===== src/rtl/sseg_scan_driver.sv =====
// ---------------------------------------------------------------------------
// sseg_scan_driver
//
// Time-multiplexed driver for a 4-digit common-anode seven-segment display
// (M.SS.D layout, d3 leftmost). Each digit owns a slot of REFRESH_DVSR clk
// cycles; within a slot the anode is lit for a fraction of the slot set by
// 'bright', giving eight PWM brightness levels. Digit values and decimal
// points are captured once per frame so a frame never mixes old and new data.
//
// Parameters
//   REFRESH_DVSR  clk cycles per digit slot (legal range 8 .. 2^20)
//
// Ports
//   clk         system clock, rising edge
//   clr         synchronous active-high reset
//   en          1 = scan runs, 0 = scan frozen and display dark
//   d3..d0      BCD digits (values 10..15 show a dash)
//   dp_in       decimal-point request, bit i = digit i, 1 = lit
//   lz_en       1 = blank digit 3 when its captured value is zero
//   bright      brightness level 0..7
//   an          digit anodes, active-low, an[i] = digit i
//   sseg        segments a..g on bits 0..6, active-low
//   dp          decimal point, active-low
//   frame_tick  one-cycle pulse in the cycle after each snapshot load
// ---------------------------------------------------------------------------
module sseg_scan_driver #(
    parameter int REFRESH_DVSR = 100000
) (
    input  logic       clk,
    input  logic       clr,
    input  logic       en,
    input  logic [3:0] d3,
    input  logic [3:0] d2,
    input  logic [3:0] d1,
    input  logic [3:0] d0,
    input  logic [3:0] dp_in,
    input  logic       lz_en,
    input  logic [2:0] bright,
    output logic [3:0] an,
    output logic [6:0] sseg,
    output logic       dp,
    output logic       frame_tick
);

    // Counter width holds 0..REFRESH_DVSR-1; one extra bit is used for the
    // brightness threshold, which can reach 8*floor(REFRESH_DVSR/8).
    localparam int CW = (REFRESH_DVSR > 1) ? $clog2(REFRESH_DVSR) : 1;
    localparam int SLOT8 = REFRESH_DVSR / 8;
    localparam logic [CW-1:0] CNT_LAST = CW'(REFRESH_DVSR - 1);
    localparam logic [CW:0]   SLOT8_W  = (CW + 1)'(SLOT8);

    logic [CW-1:0] r_cnt;
    logic [1:0]    r_idx;
    logic [3:0]    r_snap [4];
    logic [3:0]    r_sdp;

    logic [3:0]    r_an;
    logic [6:0]    r_sseg;
    logic          r_dp;
    logic          r_frame_tick;

    logic          w_last;
    logic          w_load;
    logic [3:0]    w_level;
    logic [CW:0]   w_limit;
    logic          w_in_window;
    logic          w_blank;
    logic          w_active;
    logic [3:0]    w_digit;
    logic [6:0]    w_seg;
    logic [3:0]    w_an_sel;

    assign w_last = (r_cnt == CNT_LAST);
    // Snapshot only at the very end of the digit-3 slot: the whole next frame
    // is then drawn from one consistent set of values.
    assign w_load = en && w_last && (r_idx == 2'd3);

    // Lit window of the slot: (bright+1) eighths, rounded down per eighth so
    // the REFRESH_DVSR mod 8 tail cycles stay dark even at full brightness.
    assign w_level     = {1'b0, bright} + 4'd1;
    assign w_limit     = (CW + 1)'(w_level) * SLOT8_W;
    assign w_in_window = ({1'b0, r_cnt} < w_limit);

    // Leading-zero suppression applies to the leftmost digit only.
    assign w_blank  = lz_en && (r_idx == 2'd3) && (r_snap[3] == 4'd0);
    assign w_active = en && w_in_window && !w_blank;

    assign w_digit  = r_snap[r_idx];
    assign w_an_sel = 4'b0001 << r_idx;

    always_comb begin
        w_seg = 7'h3F;
        case (w_digit)
            4'd0:    w_seg = 7'h40;
            4'd1:    w_seg = 7'h79;
            4'd2:    w_seg = 7'h24;
            4'd3:    w_seg = 7'h30;
            4'd4:    w_seg = 7'h19;
            4'd5:    w_seg = 7'h12;
            4'd6:    w_seg = 7'h02;
            4'd7:    w_seg = 7'h78;
            4'd8:    w_seg = 7'h00;
            4'd9:    w_seg = 7'h10;
            default: w_seg = 7'h3F;
        endcase
    end

    // Scan position: frozen while en=0, resumes from the held position.
    always_ff @(posedge clk) begin
        if (clr) begin
            r_cnt <= '0;
            r_idx <= 2'd0;
        end else if (en) begin
            if (w_last) begin
                r_cnt <= '0;
                r_idx <= r_idx + 2'd1;
            end else begin
                r_cnt <= r_cnt + CW'(1);
            end
        end
    end

    // Frame snapshot of digits and decimal points.
    always_ff @(posedge clk) begin
        if (clr) begin
            for (int i = 0; i < 4; i++) begin
                r_snap[i] <= 4'd0;
            end
            r_sdp <= 4'd0;
        end else if (w_load) begin
            r_snap[0] <= d0;
            r_snap[1] <= d1;
            r_snap[2] <= d2;
            r_snap[3] <= d3;
            r_sdp     <= dp_in;
        end
    end

    // Registered outputs: one cycle behind the scan position they describe.
    always_ff @(posedge clk) begin
        if (clr) begin
            r_an         <= 4'b1111;
            r_sseg       <= 7'h7F;
            r_dp         <= 1'b1;
            r_frame_tick <= 1'b0;
        end else begin
            r_frame_tick <= w_load;
            if (w_active) begin
                r_an   <= ~w_an_sel;
                r_sseg <= w_seg;
                r_dp   <= ~r_sdp[r_idx];
            end else begin
                r_an   <= 4'b1111;
                r_sseg <= 7'h7F;
                r_dp   <= 1'b1;
            end
        end
    end

    assign an         = r_an;
    assign sseg       = r_sseg;
    assign dp         = r_dp;
    assign frame_tick = r_frame_tick;

endmodule


===== config.mk =====
export PLATFORM = sky130hd
export DESIGN_NAME = sseg_scan_driver
export DESIGN_NICKNAME = d
export VERILOG_FILES = /design/src/rtl/sseg_scan_driver.sv
export SDC_FILE = /design/constraint.sdc
export NUM_CORES = 1
export LEC_CHECK = 0
export CAP_MARGIN = 20
export CORE_ASPECT_RATIO = 0.8
export CORE_MARGIN = 5
export CORE_UTILIZATION = 50
export CTS_CLUSTER_SIZE = 24
export DETAILED_ROUTE_END_ITERATION = 10
export GPL_TIMING_DRIVEN = 0
export PLACE_DENSITY = 0.82
export SLEW_MARGIN = 20
export SYNTH_ARGS = -nofsm -noshare
export SYNTH_HDL_FRONTEND = slang
export SYNTH_SLANG_ARGS = --single-unit

===== constraint.sdc =====
create_clock -name clk -period 4.5 [get_ports clk]
set_input_delay 0.9 -clock clk [delete_from_list [all_inputs] [get_ports clk]]
set_output_delay 0.9 -clock clk [all_outputs]
set_load 0.02 [all_outputs]

Yosys cells after proc, flatten, opt, wreduce, memory -nomap -nowiden. Memories as Yosys holds them, arrays and structs flattened. A register that Yosys moved wholly into a read port is not among the register bits. Cells that the tools add are included.

Register bits: 29. Memory bits (writable): 16. ROM bits: 112. Word-level logic and storage cells: 48. Memories: 2.

Add/subtract/negate cells: 3. Multipliers: 1. $lt $le $gt $ge: 2. Equal/unequal tests: 2. Shifts and indexed selects: 1. Muxes and demuxes: 14. Bitwise operators: 7. Reduce and logical (&&, ||, !) cells: 10.

Memory list: (name not given) (words 16, bits a word 7, read ports 1, clocked after Yosys merged registers in 1, wr ports 0, line 93) `case (w_digit)`; r_snap (words 4, bits a word 4, read ports 2, clocked after Yosys merged registers in 1, wr ports 4, line 54) `logic [3:0] r_snap [4];`.

Operator list (number): $lt 17x18->1 (1); $add 17x1->17 const B (1); $eq 17x17->1 const B (1); $mux 17 (1); $mul 4x12->16 const B (1); $mux 4 (4); $logic_and 1x1->1 (6); $mux 1 (6); $add 3x1->4 const B (1); $logic_not 4->1 (1); $mux 2 (2); $not 4->4 (1); $or 1x1->1 (4); $shl 1x2->4 const A (1); $lt 2x3->1 const B (1); $add 2x1->2 const B (1); $bmux 1 s2 (1); $eq 2x2->1 const B (1); $not 1->1 (2); $reduce_and 2->1 (1); $reduce_or 2->1 (1); $logic_not 1->1 (1).

Longest topological paths before layout. Gate-level depths: netlist (run 1).

Depth in word-level cells: 7. Mapped depth: 18. Depth with buffers taken out: 16.

Worst setup path after synthesis (run 1). OpenSTA, ideal clock, no wires.

Path type: input to register. From: input bright[0]. To: register r_sseg[0], in the netlist sseg[0]. Library setup time: 125 ps. Arrival: 4285 ps. Required time: 4375 ps. Path slack: 90 ps. Cell stages on the path: 17. Buffers on the path: 2. Cell sequence: clkbuf_1 -> inv_1 -> ha_1 -> ha_1 -> ha_1 -> ha_1 -> a21oi_1 -> o21ai_0 -> a221oi_1 -> xnor2_1 -> ha_1 -> a41o_1 -> a21oi_1 -> o211ai_1 -> o2bb2ai_1 -> buf_2 -> o21ai_0.

Cells in the longest elaborated chain, start to end: 7.

Ends and longest elaborated chain: from (decl) (line 38) `input logic [2:0] bright,`; $add 3x1->4 (line 80) `assign w_level = {1'b0, bright} + 4'd1;`; $mul 4x12->16 (line 81) `assign w_limit = (CW + 1)'(w_level) * SLOT8_W;`; $lt 17x18->1 (line 82) `assign w_in_window = ({1'b0, r_cnt} < w_limit);`; $logic_and 1x1->1 (2 in a row) (line 86) `assign w_active = en && w_in_window && !w_blank;`; $not 1->1 (no source line); $reduce_or 2->1 (no source line); to (decl) (line 58) `logic [6:0] r_sseg;`.

Every way passes these cells. A chain may end at the register's enable or synchronous reset.

Final worst setup path (run 1).
From: input bright[0]. To: register r_sseg[2], in the netlist sseg[2].

Same word-level chain as after synthesis.

==> flow_summary.html, run 1 <==
<table>
<tr><th>Metric</th><th>Value</th></tr>
<tr><th colspan="2">Outcome</th></tr>
<tr><td>Status</td><td>completed</td></tr>
<tr><th colspan="2">Clock network</th></tr>
<tr><td>Number of sinks driven by the clock tree</td><td>54</td></tr>
<tr><td>Root cell of the clock tree</td><td>sky130_fd_sc_hd__clkbuf_8</td></tr>
<tr><td>Clock insertion delay at the later pin of the skew report</td><td>~0.31 ns</td></tr>
<tr><td>Num CTS Buffers</td><td>5</td></tr>
<tr><td>CTS H-Tree Depth</td><td>2</td></tr>
<tr><td>Deepest clock path buffer count</td><td>2</td></tr>
<tr><td>Clock tree from TritonCTS</td><td>done</td></tr>
<tr><td>Clk pin slew, worst setup/hold paths</td><td>0.09 ns</td></tr>
<tr><th colspan="2">STA</th></tr>
<tr><td>Final critical-path share of the clock period</td><td>0.941</td></tr>
<tr><td>Total of endpoints with negative setup slack in the final report</td><td>0</td></tr>
<tr><td>Worst-margin pin slew</td><td>slightly above 0.6 ns</td></tr>
<tr><td>Worst rel slew slack</td><td>0.595</td></tr>
<tr><td>Final worst-path setup slack</td><td>0.267 ns</td></tr>
<tr><td>Fin crit period</td><td>between 4 and 5 ns</td></tr>
<tr><td>Final Max Tran Viols</td><td>0</td></tr>
<tr><td>Setup repair after global routing missed its margin</td><td>no</td></tr>
<tr><td>Clock tree skew after final layout</td><td>between 0.006 and 0.007 ns</td></tr>
<tr><td>Highest Clock Rate</td><td>around 240 MHz</td></tr>
<tr><td>Final Hold Fails</td><td>0</td></tr>
<tr><th colspan="2">Placed design</th></tr>
<tr><td>Global placer's final weighted congestion</td><td>approximately 0.9</td></tr>
<tr><td>Number of buffers inserted by port buffering</td><td>38</td></tr>
<tr><td>Post-Place Worst Slack</td><td>-1.12 ns</td></tr>
<tr><td>HPWL after detailed placement</td><td>4910 µm</td></tr>
<tr><th colspan="2">Drt</th></tr>
<tr><td>Detailed-route via count</td><td>2379</td></tr>
<tr><td>WL final</td><td>around 6500 µm</td></tr>
<tr><td>Routed length per instance</td><td>between 10 and 15 µm</td></tr>
<tr><td>DRC violation count after routing</td><td>0</td></tr>
<tr><td>Ratio of routed vias to standard cells</td><td>5.42</td></tr>
<tr><td>Initial DRC count</td><td>about 130</td></tr>
<tr><td>TritonRoute pass-1 iters</td><td>4</td></tr>
<tr><td>ANT nets after route</td><td>0</td></tr>
<tr><th colspan="2">Final layout</th></tr>
<tr><td>Final net count</td><td>about 420</td></tr>
<tr><td>Diodes inserted</td><td>0</td></tr>
<tr><td>Layout cell share with drive strength beyond 1</td><td>0.106</td></tr>
<tr><td>Growth of design area from synthesis to finish</td><td>23.4%</td></tr>
<tr><th colspan="2">Pwr</th></tr>
<tr><td>Switching part of the total</td><td>0.233</td></tr>
<tr><td>Part of the total power dissipated in the clock network</td><td>0.353</td></tr>
<tr><td>Share of power burned in registers</td><td>0.469</td></tr>
<tr><td>Post-layout total power</td><td>~1.1 mW</td></tr>
<tr><td>Peak ir drop on the vdd network</td><td>approximately 0.17 mV</td></tr>
<tr><td>Part of the total power dissipated in combinational logic</td><td>0.178</td></tr>
<tr><td>Net Sw Power</td><td>around 260 µW</td></tr>
<tr><td>Power Internal</td><td>846 µW</td></tr>
<tr><td>Cell area power density</td><td>between 200 and 300 nW/µm²</td></tr>
<tr><td>Leak</td><td>1.59 nW</td></tr>
<tr><th colspan="2">Logic synthesis</th></tr>
<tr><td>Dominant combinational cell family by area after synthesis</td><td>simple AND/OR/NAND/NOR gates</td></tr>
<tr><td>Count of flip-flops with a built-in enable after synthesis</td><td>16</td></tr>
<tr><td>Avg Inst Size Synth</td><td>between 10 and 15 µm²</td></tr>
<tr><td>Post-synthesis mux area share</td><td>0.0455</td></tr>
<tr><td>Number of unique standard cell types used by synthesis</td><td>48</td></tr>
<tr><td>Proportion of register bits with asynchronous set or reset after synthesis</td><td>0</td></tr>
<tr><td>Top flip-flop cell by instance count after synthesis</td><td>sky130_fd_sc_hd__dfxtp_1</td></tr>
<tr><td>Post-Synthesis Net Count</td><td>372</td></tr>
<tr><td>Share of synthesized cell area in and, or, nand and nor gates</td><td>0.176</td></tr>
<tr><td>Seq/Total Area, Yosys</td><td>0.396</td></tr>
<tr><td>Post-synthesis adder-cell area fraction</td><td>0.156</td></tr>
<tr><td>Area fraction in compound gates after synthesis</td><td>0.0970</td></tr>
<tr><td>Xor and xnor fraction of the mapped netlist area</td><td>0.0915</td></tr>
<tr><td>Count of synthesis-stage warnings from yosys</td><td>0</td></tr>
<tr><td>Combined area of all synthesized cells</td><td>3130 µm²</td></tr>
<tr><td>Gate Count Post-Synth</td><td>approximately 310</td></tr>
<tr><td>Post-synthesis sequential element count</td><td>54</td></tr>
<tr><th colspan="2">Critical path</th></tr>
<tr><td>Type of element launching the critical path</td><td>primary input</td></tr>
<tr><td>Cells on worst reg2reg path</td><td>6</td></tr>
<tr><td>Worst reg2reg path startpoint</td><td>r_cnt[0]</td></tr>
<tr><td>Worst setup startpoint</td><td>bright[0]</td></tr>
<tr><td>Worst endpoint data arrival time</td><td>between 4 and 5 ns</td></tr>
<tr><td>Capture point of the worst reg-to-reg path</td><td>r_snap[1][2]</td></tr>
<tr><td>Data required time at the worst endpoint</td><td>4.69 ns</td></tr>
<tr><td>Cell repeated most along the worst path</td><td>sky130_fd_sc_hd__ha_1</td></tr>
<tr><td>Largest stage delay, worst path</td><td>0.34 ns</td></tr>
<tr><td>Crit. path cell count</td><td>18</td></tr>
<tr><td>Buffers plus inverters on the worst setup path</td><td>4</td></tr>
<tr><td>Category of the worst setup path capture point</td><td>flip-flop</td></tr>
<tr><td>Slowest stage cell, crit path</td><td>sky130_fd_sc_hd__ha_1</td></tr>
<tr><td>Register-to-register setup slack</td><td>1.82 ns</td></tr>
<tr><td>CP top delay family</td><td>adder cells</td></tr>
<tr><td>Critical path cell sequence</td><td>clkbuf_2, clkbuf_8, clkinvlp_4, ha_4, ha_1, ha_1, ha_1, a21oi_1, o21ai_1, a221oi_2, xnor2_1, ha_1, a41o_1, a21oi_1, o211ai_1, o2bb2ai_2, buf_6, o21ai_0</td></tr>
<tr><td>Largest fanout on the critical path</td><td>5</td></tr>
<tr><td>Category of the most critical setup path</td><td>in2reg</td></tr>
<tr><th colspan="2">Floorplan</th></tr>
<tr><td>Width of the die</td><td>98.5 µm</td></tr>
<tr><td>Row count</td><td>25</td></tr>
<tr><td>Starting Density</td><td>0.522</td></tr>
<tr><td>Placeable core region</td><td>6010 µm²</td></tr>
<tr><td>Die Outline Area</td><td>around 8000 µm²</td></tr>
<tr><td>Ports placed on the boundary</td><td>40</td></tr>
<tr><td>Die Y</td><td>just over 80 µm</td></tr>
<tr><th colspan="2">GRT</th></tr>
<tr><td>Vias in the first global route</td><td>between 2000 and 2500</td></tr>
<tr><td>Global-route wire length before repair</td><td>~11000 µm</td></tr>
<tr><td>Largest net degree at the start of global routing</td><td>17</td></tr>
<tr><td>Leftover overflow at the end of global routing</td><td>0</td></tr>
<tr><td>Number of antenna violations at the first check in global routing</td><td>0</td></tr>
<tr><td>GRT Total Usage</td><td>0.171</td></tr>
<tr><th colspan="2">Hold path</th></tr>
<tr><td>Worst min-delay path startpoint</td><td>r_sdp[3]</td></tr>
<tr><td>Hold endpoint</td><td>r_sdp[3]</td></tr>
<tr><td>Count of cells along the worst hold path</td><td>1</td></tr>
<tr><td>Hold/Removal Path Class</td><td>reg2reg</td></tr>
<tr><th colspan="2">Flow run</th></tr>
<tr><td>Max-cap violation count</td><td>0</td></tr>
</table>
==> power by group through the flow <==
stage | clock [mW] | combinational, mW | sequential [mW]
after floorplan | 0 | 0.119 | 0.533
after global placement | 0 | 0.176 | 0.529
after detailed placement | 0 | 0.182 | 0.529
after CTS | 0.397 | 0.195 | 0.518
after global routing | 0.417 | 0.220 | 0.519
final | 0.389 | 0.196 | 0.518
==> synth_stat cells (2+ instances only) <==
master | n | area [µm²]
sky130_fd_sc_hd__a211oi_1 | 2 | 15.0
sky130_fd_sc_hd__a21o_1 | 2 | 15.0
sky130_fd_sc_hd__a21oi_1 | 13 | 65.1
sky130_fd_sc_hd__a22o_1 | 4 | 35.0
sky130_fd_sc_hd__a31o_2 | 3 | 26.3
sky130_fd_sc_hd__and2_1 | 19 | 119
sky130_fd_sc_hd__and3_1 | 2 | 12.5
sky130_fd_sc_hd__and4_1 | 3 | 26.3
sky130_fd_sc_hd__clkbuf_1 | 6 | 22.5
sky130_fd_sc_hd__dfxtp_1 | 38 | 761
sky130_fd_sc_hd__edfxtp_1 | 16 | 480
sky130_fd_sc_hd__ha_1 | 39 | 488
sky130_fd_sc_hd__inv_1 | 16 | 60.1
sky130_fd_sc_hd__mux2i_1 | 3 | 30.0
sky130_fd_sc_hd__mux4_2 | 5 | 113
sky130_fd_sc_hd__nand2_1 | 14 | 52.6
sky130_fd_sc_hd__nand2b_1 | 2 | 12.5
sky130_fd_sc_hd__nand3_1 | 7 | 35.0
sky130_fd_sc_hd__nand4_1 | 11 | 68.8
sky130_fd_sc_hd__nor2_1 | 32 | 120
sky130_fd_sc_hd__nor3_1 | 2 | 10.0
sky130_fd_sc_hd__nor4_1 | 2 | 12.5
sky130_fd_sc_hd__o211ai_1 | 2 | 15.0
sky130_fd_sc_hd__o21ai_0 | 11 | 55.1
sky130_fd_sc_hd__xnor2_1 | 13 | 114
sky130_fd_sc_hd__xor2_1 | 17 | 149
==> cell families after synthesis <==
group	count (synthesis)
AOI/OAI and AO/OA	46
DFF	54
and+or+nand+nor	103
adders and majority gates	39
muxes	8
xor gates and xnor gates	31
buffers and inverters	25
==> sequential cells by signal, indices dropped and copies added (netlist names), named ones only <==
register / count
r_sdp: 4
r_snap: 16
r_cnt: 17
dp: 1
r_idx: 2
sseg: 7
an: 4
frame_tick: 1
==> layer usage <==
metal	vias up	wire (µm)	GRT usage
li1	1192	-	-
met1	1115	3150	0.249
met2	67	2850	0.262
met3	5	459	0.0352
met4	0	51	0.0409
met5	-	0	0
==> final cells by class <==
cell class / instances / area (µm²)
buffer: 9 / 75.1
multi-input combinational: 227 / 1820
timing repair buffer: 44 / 425
inverter: 16 / 63.8
tap: 81 / 101
clock buffer: 6 / 82.6
clock inverter: 2 / 60.1
sequential: 54 / 1240
fill: 473 / 2140
==> worst max-delay path by stage <==
stage | end | slack (ns)
after floorplan | sseg[0] | 0.09
after global placement | sseg[1] | -1.07
after detailed placement | sseg[2] | -1.12
after CTS | sseg[2] | 0.006
after global routing | sseg[2] | 0.1
final | sseg[2] | 0.27
==> layout by cell type (no fill, tap or decap), types with 7 or more instances in the layout <==
cell type                          n
sky130_fd_sc_hd__a21oi_1          13
sky130_fd_sc_hd__and2_1           19
sky130_fd_sc_hd__clkbuf_8          7
sky130_fd_sc_hd__clkdlybuf4s50_1  35
sky130_fd_sc_hd__dfxtp_1          38
sky130_fd_sc_hd__edfxtp_1         16
sky130_fd_sc_hd__ha_1             37
sky130_fd_sc_hd__inv_1            15
sky130_fd_sc_hd__nand2_1          14
sky130_fd_sc_hd__nand3_1           7
sky130_fd_sc_hd__nand4_1          11
sky130_fd_sc_hd__nor2_1           32
sky130_fd_sc_hd__o21ai_0          10
sky130_fd_sc_hd__xnor2_1          12
sky130_fd_sc_hd__xor2_1           17
==> metrics by stage <==
stage	cell area (µm²)	hold slack (ns)	cells	TNS, ns	util
after floorplan	3130	0.444	306	0	-
after global placement	3610	0.458	425	-12.13	0.602
after detailed placement	3610	0.473	425	-12.29	0.602
after CTS	3860	0.496	439	0	0.642
after global routing	3870	0.515	439	0	0.644
final	3870	0.498	439	0	0.644
==> timing repair <==
item / 4_1_cts / 5_1_grt
gates resized for setup: 14 / 5
pin swaps: 3 / 1
cloned: 1 / 0
buffers inserted: 5 / 0
setup endpoints to repair: 12 / 12
hold buffers: 0 / 0
(Power assumes the default switching activity.)
==> run 2: changes to the inputs <==
CAP_MARGIN = default   (was 20)
PLACE_DENSITY = 0.77   (was 0.82)
==> run 2 against run 1 <==
  * Non-clock buffer count decreased by 1
  * Combinational power about the same
  * Hold slack worse by 0.010 ns
  * Die area is the same
  * Sequential cell count did not move
  * Critical path type unchanged
  * Largest power group unchanged
==> flow_summary.html, run 2 (same netlist as run 1, synthesis figures left out) <==
<table>
<tr><th>Metric</th><th>Value</th></tr>
<tr><th colspan="2">Outcome</th></tr>
<tr><td>Status</td><td>completed</td></tr>
<tr><th colspan="2">Critical path</th></tr>
<tr><td>Critical path cell sequence</td><td>dlygate4sd2_1, ha_4, xnor2_2, ha_1, inv_1, ha_1, ha_1, a31o_2, a211o_1, a31o_2, ha_1, nand3_1, a211oi_2, o21a_1, o2bb2ai_2, buf_6, o21ai_0</td></tr>
<tr><td>Category of the most critical setup path</td><td>in2reg</td></tr>
<tr><td>Buffers plus inverters on the worst setup path</td><td>3</td></tr>
<tr><td>Worst setup startpoint</td><td>bright[1]</td></tr>
<tr><td>CP top delay family</td><td>adder cells</td></tr>
<tr><td>Largest fanout on the critical path</td><td>10</td></tr>
<tr><td>Largest stage delay, worst path</td><td>about 0.39 ns</td></tr>
<tr><td>Data required time at the worst endpoint</td><td>4.72 ns</td></tr>
<tr><td>Capture point of the worst reg-to-reg path</td><td>r_snap[0][3]</td></tr>
<tr><td>Register-to-register setup slack</td><td>about 1.8 ns</td></tr>
<tr><td>Worst reg2reg path startpoint</td><td>r_cnt[0]</td></tr>
<tr><td>Slowest stage cell, crit path</td><td>sky130_fd_sc_hd__ha_1</td></tr>
<tr><td>Worst endpoint data arrival time</td><td>4.55 ns</td></tr>
<tr><td>Category of the worst setup path capture point</td><td>flip-flop</td></tr>
<tr><td>Cells on worst reg2reg path</td><td>6</td></tr>
<tr><td>Cell repeated most along the worst path</td><td>sky130_fd_sc_hd__ha_1</td></tr>
<tr><td>Type of element launching the critical path</td><td>primary input</td></tr>
<tr><th colspan="2">Drt</th></tr>
<tr><td>DRC violation count after routing</td><td>0</td></tr>
<tr><td>Ratio of routed vias to standard cells</td><td>approximately 5.4</td></tr>
<tr><td>TritonRoute pass-1 iters</td><td>4</td></tr>
<tr><td>ANT nets after route</td><td>0</td></tr>
<tr><td>Detailed-route via count</td><td>approximately 2400</td></tr>
<tr><td>WL final</td><td>6360 µm</td></tr>
<tr><td>Initial DRC count</td><td>between 100 and 150</td></tr>
<tr><td>Routed length per instance</td><td>14.5 µm</td></tr>
<tr><th colspan="2">GRT</th></tr>
<tr><td>Number of antenna violations at the first check in global routing</td><td>0</td></tr>
<tr><td>Largest net degree at the start of global routing</td><td>17</td></tr>
<tr><td>Leftover overflow at the end of global routing</td><td>0</td></tr>
<tr><td>Global-route wire length before repair</td><td>about 11000 µm</td></tr>
<tr><td>GRT Total Usage</td><td>0.170</td></tr>
<tr><td>Vias in the first global route</td><td>between 2000 and 2500</td></tr>
<tr><th colspan="2">STA</th></tr>
<tr><td>Setup repair after global routing missed its margin</td><td>no</td></tr>
<tr><td>Final Max Tran Viols</td><td>0</td></tr>
<tr><td>Total of endpoints with negative setup slack in the final report</td><td>0</td></tr>
<tr><td>Worst rel slew slack</td><td>0.603</td></tr>
<tr><td>Final critical-path share of the clock period</td><td>0.961</td></tr>
<tr><td>Clock tree skew after final layout</td><td>0.00754 ns</td></tr>
<tr><td>Fin crit period</td><td>between 4 and 5 ns</td></tr>
<tr><td>Final sum of negative setup slack</td><td>0 ns</td></tr>
<tr><td>Final Hold Fails</td><td>0</td></tr>
<tr><td>Worst hold margin</td><td>between 0.4 and 0.5 ns</td></tr>
<tr><td>Highest Clock Rate</td><td>around 230 MHz</td></tr>
<tr><td>Worst-margin pin slew</td><td>~0.6 ns</td></tr>
<tr><th colspan="2">Floorplan</th></tr>
<tr><td>Row count</td><td>25</td></tr>
<tr><td>Width of the die</td><td>slightly below 100 µm</td></tr>
<tr><td>Die Y</td><td>approximately 81 µm</td></tr>
<tr><td>Die Outline Area</td><td>7960 µm²</td></tr>
<tr><td>Ports placed on the boundary</td><td>40</td></tr>
<tr><td>Placeable core region</td><td>~6000 µm²</td></tr>
<tr><td>Starting Density</td><td>0.522</td></tr>
<tr><th colspan="2">Final layout</th></tr>
<tr><td>Most common cell after layout, fill and taps aside</td><td>sky130_fd_sc_hd__dfxtp_1</td></tr>
<tr><td>Diodes inserted</td><td>0</td></tr>
<tr><td>Final net count</td><td>about 420</td></tr>
<tr><td>Leading cell types in the layout, fill and taps excluded</td><td>sky130_fd_sc_hd__dfxtp_1, sky130_fd_sc_hd__ha_1, sky130_fd_sc_hd__clkdlybuf4s50_1</td></tr>
<tr><td>Fill cell instance count of the final layout</td><td>slightly above 500</td></tr>
<tr><td>Max FFs per register</td><td>17</td></tr>
<tr><td>Final core utilization</td><td>0.633</td></tr>
<tr><td>Layout cell share with drive strength beyond 1</td><td>0.101</td></tr>
<tr><td>Most flops, register</td><td>r_cnt</td></tr>
<tr><td>Growth of design area from synthesis to finish</td><td>21.4%</td></tr>
<tr><th colspan="2">Clock network</th></tr>
<tr><td>Root cell of the clock tree</td><td>sky130_fd_sc_hd__clkbuf_8</td></tr>
<tr><td>Number of buffers inserted by hold repair at cts</td><td>0</td></tr>
<tr><td>Clock insertion delay at the later pin of the skew report</td><td>around 0.3 ns</td></tr>
<tr><td>Number of sinks driven by the clock tree</td><td>between 50 and 60</td></tr>
<tr><td>Deepest clock path buffer count</td><td>2</td></tr>
<tr><td>Clock tree from TritonCTS</td><td>done</td></tr>
<tr><td>Clk pin slew, worst setup/hold paths</td><td>approximately 0.08 ns</td></tr>
<tr><td>Num CTS Buffers</td><td>5</td></tr>
<tr><td>CTS H-Tree Depth</td><td>2</td></tr>
<tr><th colspan="2">Pwr</th></tr>
<tr><td>Leak</td><td>~1.5 nW</td></tr>
<tr><td>Peak ir drop on the vdd network</td><td>approximately 0.21 mV</td></tr>
<tr><td>Cell area power density</td><td>255 nW/µm²</td></tr>
<tr><th colspan="2">Hold path</th></tr>
<tr><td>Hold endpoint</td><td>r_sdp[3]</td></tr>
<tr><td>Worst min-delay path startpoint</td><td>r_sdp[3]</td></tr>
<tr><td>Hold/Removal Path Class</td><td>reg2reg</td></tr>
<tr><td>Count of cells along the worst hold path</td><td>1</td></tr>
<tr><th colspan="2">Flow run</th></tr>
<tr><td>Max-cap violation count</td><td>0</td></tr>
<tr><th colspan="2">Placed design</th></tr>
<tr><td>Global placer's final weighted congestion</td><td>around 0.82</td></tr>
<tr><td>HPWL after detailed placement</td><td>about 5000 µm</td></tr>
<tr><td>Number of buffers inserted by port buffering</td><td>38</td></tr>
</table>
-- run 2: changes by cell type in the layout (fill, tap and decap cells not counted) --
cell,previous run,this run
sky130_fd_sc_hd__clkbuf_8,7,6
sky130_fd_sc_hd__clkbuf_1,5,8
sky130_fd_sc_hd__bufinv_16,2,0
sky130_fd_sc_hd__buf_4,6,5
sky130_fd_sc_hd__a21oi_1,13,12
sky130_fd_sc_hd__dlygate4sd2_1,0,1
sky130_fd_sc_hd__dlymetal6s2s_1,2,1
sky130_fd_sc_hd__a211oi_2,0,1
sky130_fd_sc_hd__a21oi_2,1,2
sky130_fd_sc_hd__a211oi_1,2,1
-- run 2: routing by layer --
metal	global-route usage	share of wire	vias to the layer above
met5	0	0	-
met2	0.263	0.44	71
met1	0.245	0.49	1111
met4	0.0396	0.0080	0
met3	0.0361	0.067	7
li1	-	-	1185
-- run 2: power by group --
group	internal, mW	total [mW]	switching [mW]
clock	0.111	0.253	0.142
combinational	0.0961	0.198	0.102
sequential	0.512	0.518	0.00560
total	0.719	0.969	0.250
-- run 2: worst max-delay path by stage --
stage          endpoint  slack (ns)  cells after the start
6_report        sseg[2]        0.17                     17
5_1_grt         sseg[2]       0.004                     17
4_1_cts         sseg[2]      0.0006                     16
3_5_place_dp    sseg[2]       -1.21                     18
3_3_place_gp    sseg[1]       -1.10                     18
2_1_floorplan   sseg[0]        0.09                     17
-- run 2: timing repair --
item                                    CTS  global route
endpoints found under the hold margin     0             0
pin swaps                                 3             1
gates resized for setup                  16             4
setup buffers                             5             0
endpoints found under the setup margin   12            12
-- run 2: per-stage QoR --
step,cell area [µm²],setup slack [ns],power (mW),instances
after global placement,3610,-1.10,0.705,425
after floorplan,3130,0.0901,0.652,306
after global routing,3800,0.00405,1.02,438
after CTS,3800,0.000608,0.975,438
after detailed placement,3610,-1.21,0.713,425
final,3800,0.173,0.969,438
-- run 2: layout make-up --
type	instances	area (µm²)	area share
plain buffers	9	75.1	0.0197
clock buffers	8	80.1	0.0211
inverters	16	63.8	0.0168
multi-input cells	227	1830	0.480
flip-flops and latches	54	1240	0.326
well taps	81	101	0.0267
repair buffers	43	414	0.109
-- run 2: worst reg2reg max path: cells and delay by family, from the launching register on --
family | cells | cell delay [ns]
AND/OR/NAND/NOR | 3 | 1.04
buffers and inverters | 1 | 0.47
flip-flops | 1 | 0.39
adder cells (fa/ha/maj) | 1 | 0.29
AO/OA/AOI/OAI | 1 | 0.17
==> run 3: changes to the inputs <==
CORE_UTILIZATION = 30   (was 50)
GPL_TIMING_DRIVEN = default   (was 0)
PLACE_DENSITY = 0.51   (was 0.77)
==> run 3 against run 2 <==
  * Critical endpoint is now sseg[3]
  * Via count fell by 2.4%
  * Register-to-register slack barely moved
  * Largest power group unchanged
  * Final cell count rose by 15%
  * Clock skew rose by 0.00072 ns
  * Clock-buffer cell count fell by 2
  * Design area rose by 4.7%
  * Sequential cell count did not move
  * Non-clock buffer count rose by 8
  * Worst setup slack improved by 0.031 ns
  * Clock power rose by 68%
  * Combinational power rose by 8%
  * Power rose by 19%
==> flow_summary.html, run 3 (same netlist as run 1, synthesis figures left out) <==
<table>
<tr><th>Metric</th><th>Value</th></tr>
<tr><th colspan="2">Critical path</th></tr>
<tr><td>Category of the worst setup path capture point</td><td>flip-flop</td></tr>
<tr><td>Data required time at the worst endpoint</td><td>approximately 4.7 ns</td></tr>
<tr><td>Type of element launching the critical path</td><td>primary input</td></tr>
<tr><td>Worst reg2reg path startpoint</td><td>r_cnt[0]</td></tr>
<tr><td>Worst setup startpoint</td><td>bright[1]</td></tr>
<tr><td>Largest stage delay, worst path</td><td>around 0.5 ns</td></tr>
<tr><td>Slowest stage cell, crit path</td><td>sky130_fd_sc_hd__clkdlybuf4s50_1</td></tr>
<tr><td>Largest fanout on the critical path</td><td>12</td></tr>
<tr><td>Critical path cell sequence</td><td>clkdlybuf4s50_1, inv_1, ha_1, ha_1, ha_1, ha_1, a31o_2, a211o_1, a31o_2, ha_1, nand3_1, a211oi_2, o21a_1, o2bb2ai_1, buf_4, o21ai_0</td></tr>
<tr><td>Worst endpoint data arrival time</td><td>approximately 4.5 ns</td></tr>
<tr><td>Cell repeated most along the worst path</td><td>sky130_fd_sc_hd__ha_1</td></tr>
<tr><td>Category of the most critical setup path</td><td>in2reg</td></tr>
<tr><th colspan="2">Hold path</th></tr>
<tr><td>Worst min-delay path startpoint</td><td>r_sdp[2]</td></tr>
<tr><td>Hold/Removal Path Class</td><td>reg2reg</td></tr>
<tr><th colspan="2">GRT</th></tr>
<tr><td>Leftover overflow at the end of global routing</td><td>0</td></tr>
<tr><td>Largest net degree at the start of global routing</td><td>22</td></tr>
<tr><td>Layer with the highest usage after global routing</td><td>met1</td></tr>
<tr><td>M3 GR Usage</td><td>0.0237</td></tr>
<tr><td>Vias in the first global route</td><td>between 2000 and 2500</td></tr>
<tr><td>Global routing met1 resource utilization</td><td>0.164</td></tr>
<tr><td>GRT Total Usage</td><td>0.109</td></tr>
<tr><td>Global-route wire length before repair</td><td>~11000 µm</td></tr>
<tr><td>GRT met2 Usage</td><td>0.157</td></tr>
<tr><td>Number of antenna violations at the first check in global routing</td><td>0</td></tr>
<tr><th colspan="2">Clock network</th></tr>
<tr><td>Num CTS Buffers</td><td>5</td></tr>
<tr><td>Clock insertion delay at the later pin of the skew report</td><td>roughly 0.29 ns</td></tr>
<tr><td>Root cell of the clock tree</td><td>sky130_fd_sc_hd__clkbuf_16</td></tr>
<tr><td>Clock tree from TritonCTS</td><td>done</td></tr>
<tr><td>Number of sinks driven by the clock tree</td><td>54</td></tr>
<tr><td>Number of buffers inserted by hold repair at cts</td><td>0</td></tr>
<tr><td>Deepest clock path buffer count</td><td>2</td></tr>
<tr><td>Clk pin slew, worst setup/hold paths</td><td>0.07 ns</td></tr>
<tr><td>Count of cells resized by post-cts repair</td><td>0</td></tr>
<tr><td>Buffers inserted by post-CTS timing repair</td><td>0</td></tr>
<tr><td>CTS H-Tree Depth</td><td>2</td></tr>
<tr><th colspan="2">STA</th></tr>
<tr><td>Final Hold Fails</td><td>0</td></tr>
<tr><td>Final critical-path share of the clock period</td><td>0.955</td></tr>
<tr><td>Worst rel slew slack</td><td>0.584</td></tr>
<tr><td>Worst-margin pin slew</td><td>0.624 ns</td></tr>
<tr><td>Clock tree skew after final layout</td><td>0.00826 ns</td></tr>
<tr><td>Setup repair after global routing missed its margin</td><td>no</td></tr>
<tr><td>Total of endpoints with negative setup slack in the final report</td><td>0</td></tr>
<tr><td>Final Max Tran Viols</td><td>0</td></tr>
<tr><td>Highest Clock Rate</td><td>roughly 230 MHz</td></tr>
<tr><td>Fin crit period</td><td>4.30 ns</td></tr>
<tr><td>Final worst-path setup slack</td><td>between 0.2 and 0.25 ns</td></tr>
<tr><th colspan="2">Outcome</th></tr>
<tr><td>Status</td><td>completed</td></tr>
<tr><th colspan="2">Drt</th></tr>
<tr><td>DRC violation count after routing</td><td>0</td></tr>
<tr><td>WL final</td><td>6700 µm</td></tr>
<tr><td>Routed length per instance</td><td>roughly 13 µm</td></tr>
<tr><td>TritonRoute pass-1 iters</td><td>4</td></tr>
<tr><td>Initial DRC count</td><td>110</td></tr>
<tr><td>ANT nets after route</td><td>0</td></tr>
<tr><td>Ratio of routed vias to standard cells</td><td>~4.6</td></tr>
<tr><td>Detailed-route via count</td><td>2318</td></tr>
<tr><th colspan="2">Final layout</th></tr>
<tr><td>Most common cell after layout, fill and taps aside</td><td>sky130_fd_sc_hd__ha_1</td></tr>
<tr><td>Layout cell share with drive strength beyond 1</td><td>0.118</td></tr>
<tr><td>Growth of design area from synthesis to finish</td><td>27.1%</td></tr>
<tr><td>Max FFs per register</td><td>17</td></tr>
<tr><td>Leading cell types in the layout, fill and taps excluded</td><td>sky130_fd_sc_hd__ha_1, sky130_fd_sc_hd__dfxtp_1, sky130_fd_sc_hd__clkdlybuf4s50_1</td></tr>
<tr><td>Diodes inserted</td><td>0</td></tr>
<tr><td>Most flops, register</td><td>r_cnt</td></tr>
<tr><td>Fill cell instance count of the final layout</td><td>1076</td></tr>
<tr><td>Sequential cell area</td><td>between 1000 and 1500 µm²</td></tr>
<tr><td>Non-filler instance count after layout</td><td>just over 500</td></tr>
<tr><td>Multi-input combinational cell area</td><td>about 1800 µm²</td></tr>
<tr><td>Final net count</td><td>430</td></tr>
<tr><th colspan="2">Flow run</th></tr>
<tr><td>Max-cap violation count</td><td>0</td></tr>
<tr><th colspan="2">Pwr</th></tr>
<tr><td>Peak ir drop on the vdd network</td><td>between 0.1 and 0.15 mV</td></tr>
<tr><td>Leak</td><td>around 1.6 nW</td></tr>
<tr><td>Cell area power density</td><td>291 nW/µm²</td></tr>
<tr><th colspan="2">Placed design</th></tr>
<tr><td>HPWL after detailed placement</td><td>between 5000 and 6000 µm</td></tr>
<tr><td>Placed instance count</td><td>497</td></tr>
<tr><td>Post-Place Worst Slack</td><td>-0.171 ns</td></tr>
<tr><td>Global placer's final weighted congestion</td><td>0.806</td></tr>
<tr><td>Number of buffers inserted by port buffering</td><td>39</td></tr>
<tr><th colspan="2">Floorplan</th></tr>
<tr><td>Width of the die</td><td>124 µm</td></tr>
<tr><td>Placeable core region</td><td>10200 µm²</td></tr>
<tr><td>Starting Density</td><td>0.306</td></tr>
<tr><td>Die Outline Area</td><td>12600 µm²</td></tr>
<tr><td>Ports placed on the boundary</td><td>40</td></tr>
<tr><td>Row count</td><td>33</td></tr>
<tr><td>Die Y</td><td>roughly 100 µm</td></tr>
</table>
-- run 3: changes by cell type in the layout (fill, tap and decap cells not counted), moves of 2 or more --
cell | previous run | this run
sky130_fd_sc_hd__clkbuf_1 | 8 | 1
sky130_fd_sc_hd__buf_4 | 5 | 21
sky130_fd_sc_hd__clkbuf_8 | 6 | 0
sky130_fd_sc_hd__ha_4 | 2 | 0
sky130_fd_sc_hd__clkdlybuf4s50_1 | 35 | 38
sky130_fd_sc_hd__ha_1 | 37 | 39
sky130_fd_sc_hd__clkbuf_16 | 0 | 5
sky130_fd_sc_hd__buf_6 | 2 | 0
-- run 3: path summary, 6_finish.rpt --
kind,end,slack [ns],cells after the start
hold / removal,r_sdp[2],0.49,1
setup / recovery,sseg[3],0.20,16
hold reg to reg,r_sdp[2],0.49,1
setup reg to reg,r_snap[0][0],1.80,6
-- run 3: metal layers --
layer	share of wire	vias up	wire, µm
li1	-	1208	-
met1	0.55	1072	3700
met2	0.41	31	2740
met3	0.028	7	188
met4	0.010	0	70
met5	0	-	0
-- run 3: report_power, final --
group	total, mW	switching [mW]	internal (mW)	leakage (nW)
clock network	0.425	0.164	0.261	0.0785
logic	0.214	0.103	0.110	1.10
registers	0.519	0.00566	0.513	0.460
total	1.16	0.273	0.884	1.64
-- run 3: area by class of cell --
type | instances | area share
Clock buffer | 6 | 0.0324
Clock inverter | 2 | 0.00849
Multi-Input combinational cell | 227 | 0.450
Tap cell | 140 | 0.0440
Inverter | 16 | 0.0151
Timing Repair Buffer | 60 | 0.138
Sequential cell | 54 | 0.312
-- run 3: worst max-delay path, delay by kind of cell --
family	cells	cell delay, ns
AOI/OAI and AO/OA	7	1.27
adders and majority gates	5	1.49
buffers and inverters	3	0.73
and+or+nand+nor	1	0.13
-- run 3: through the flow --
step	hold slack, ns	utilization	TNS, ns	total power, mW	cell area [µm²]
after CTS	0.487	0.387	0	1.17	3960
after global routing	0.500	0.389	0	1.21	3980
after detailed placement	0.470	0.371	-1.77	0.739	3800
final	0.486	0.389	0	1.16	3980
after global placement	0.457	0.371	-1.44	0.738	3800
after floorplan	0.444	-	0	0.652	3130
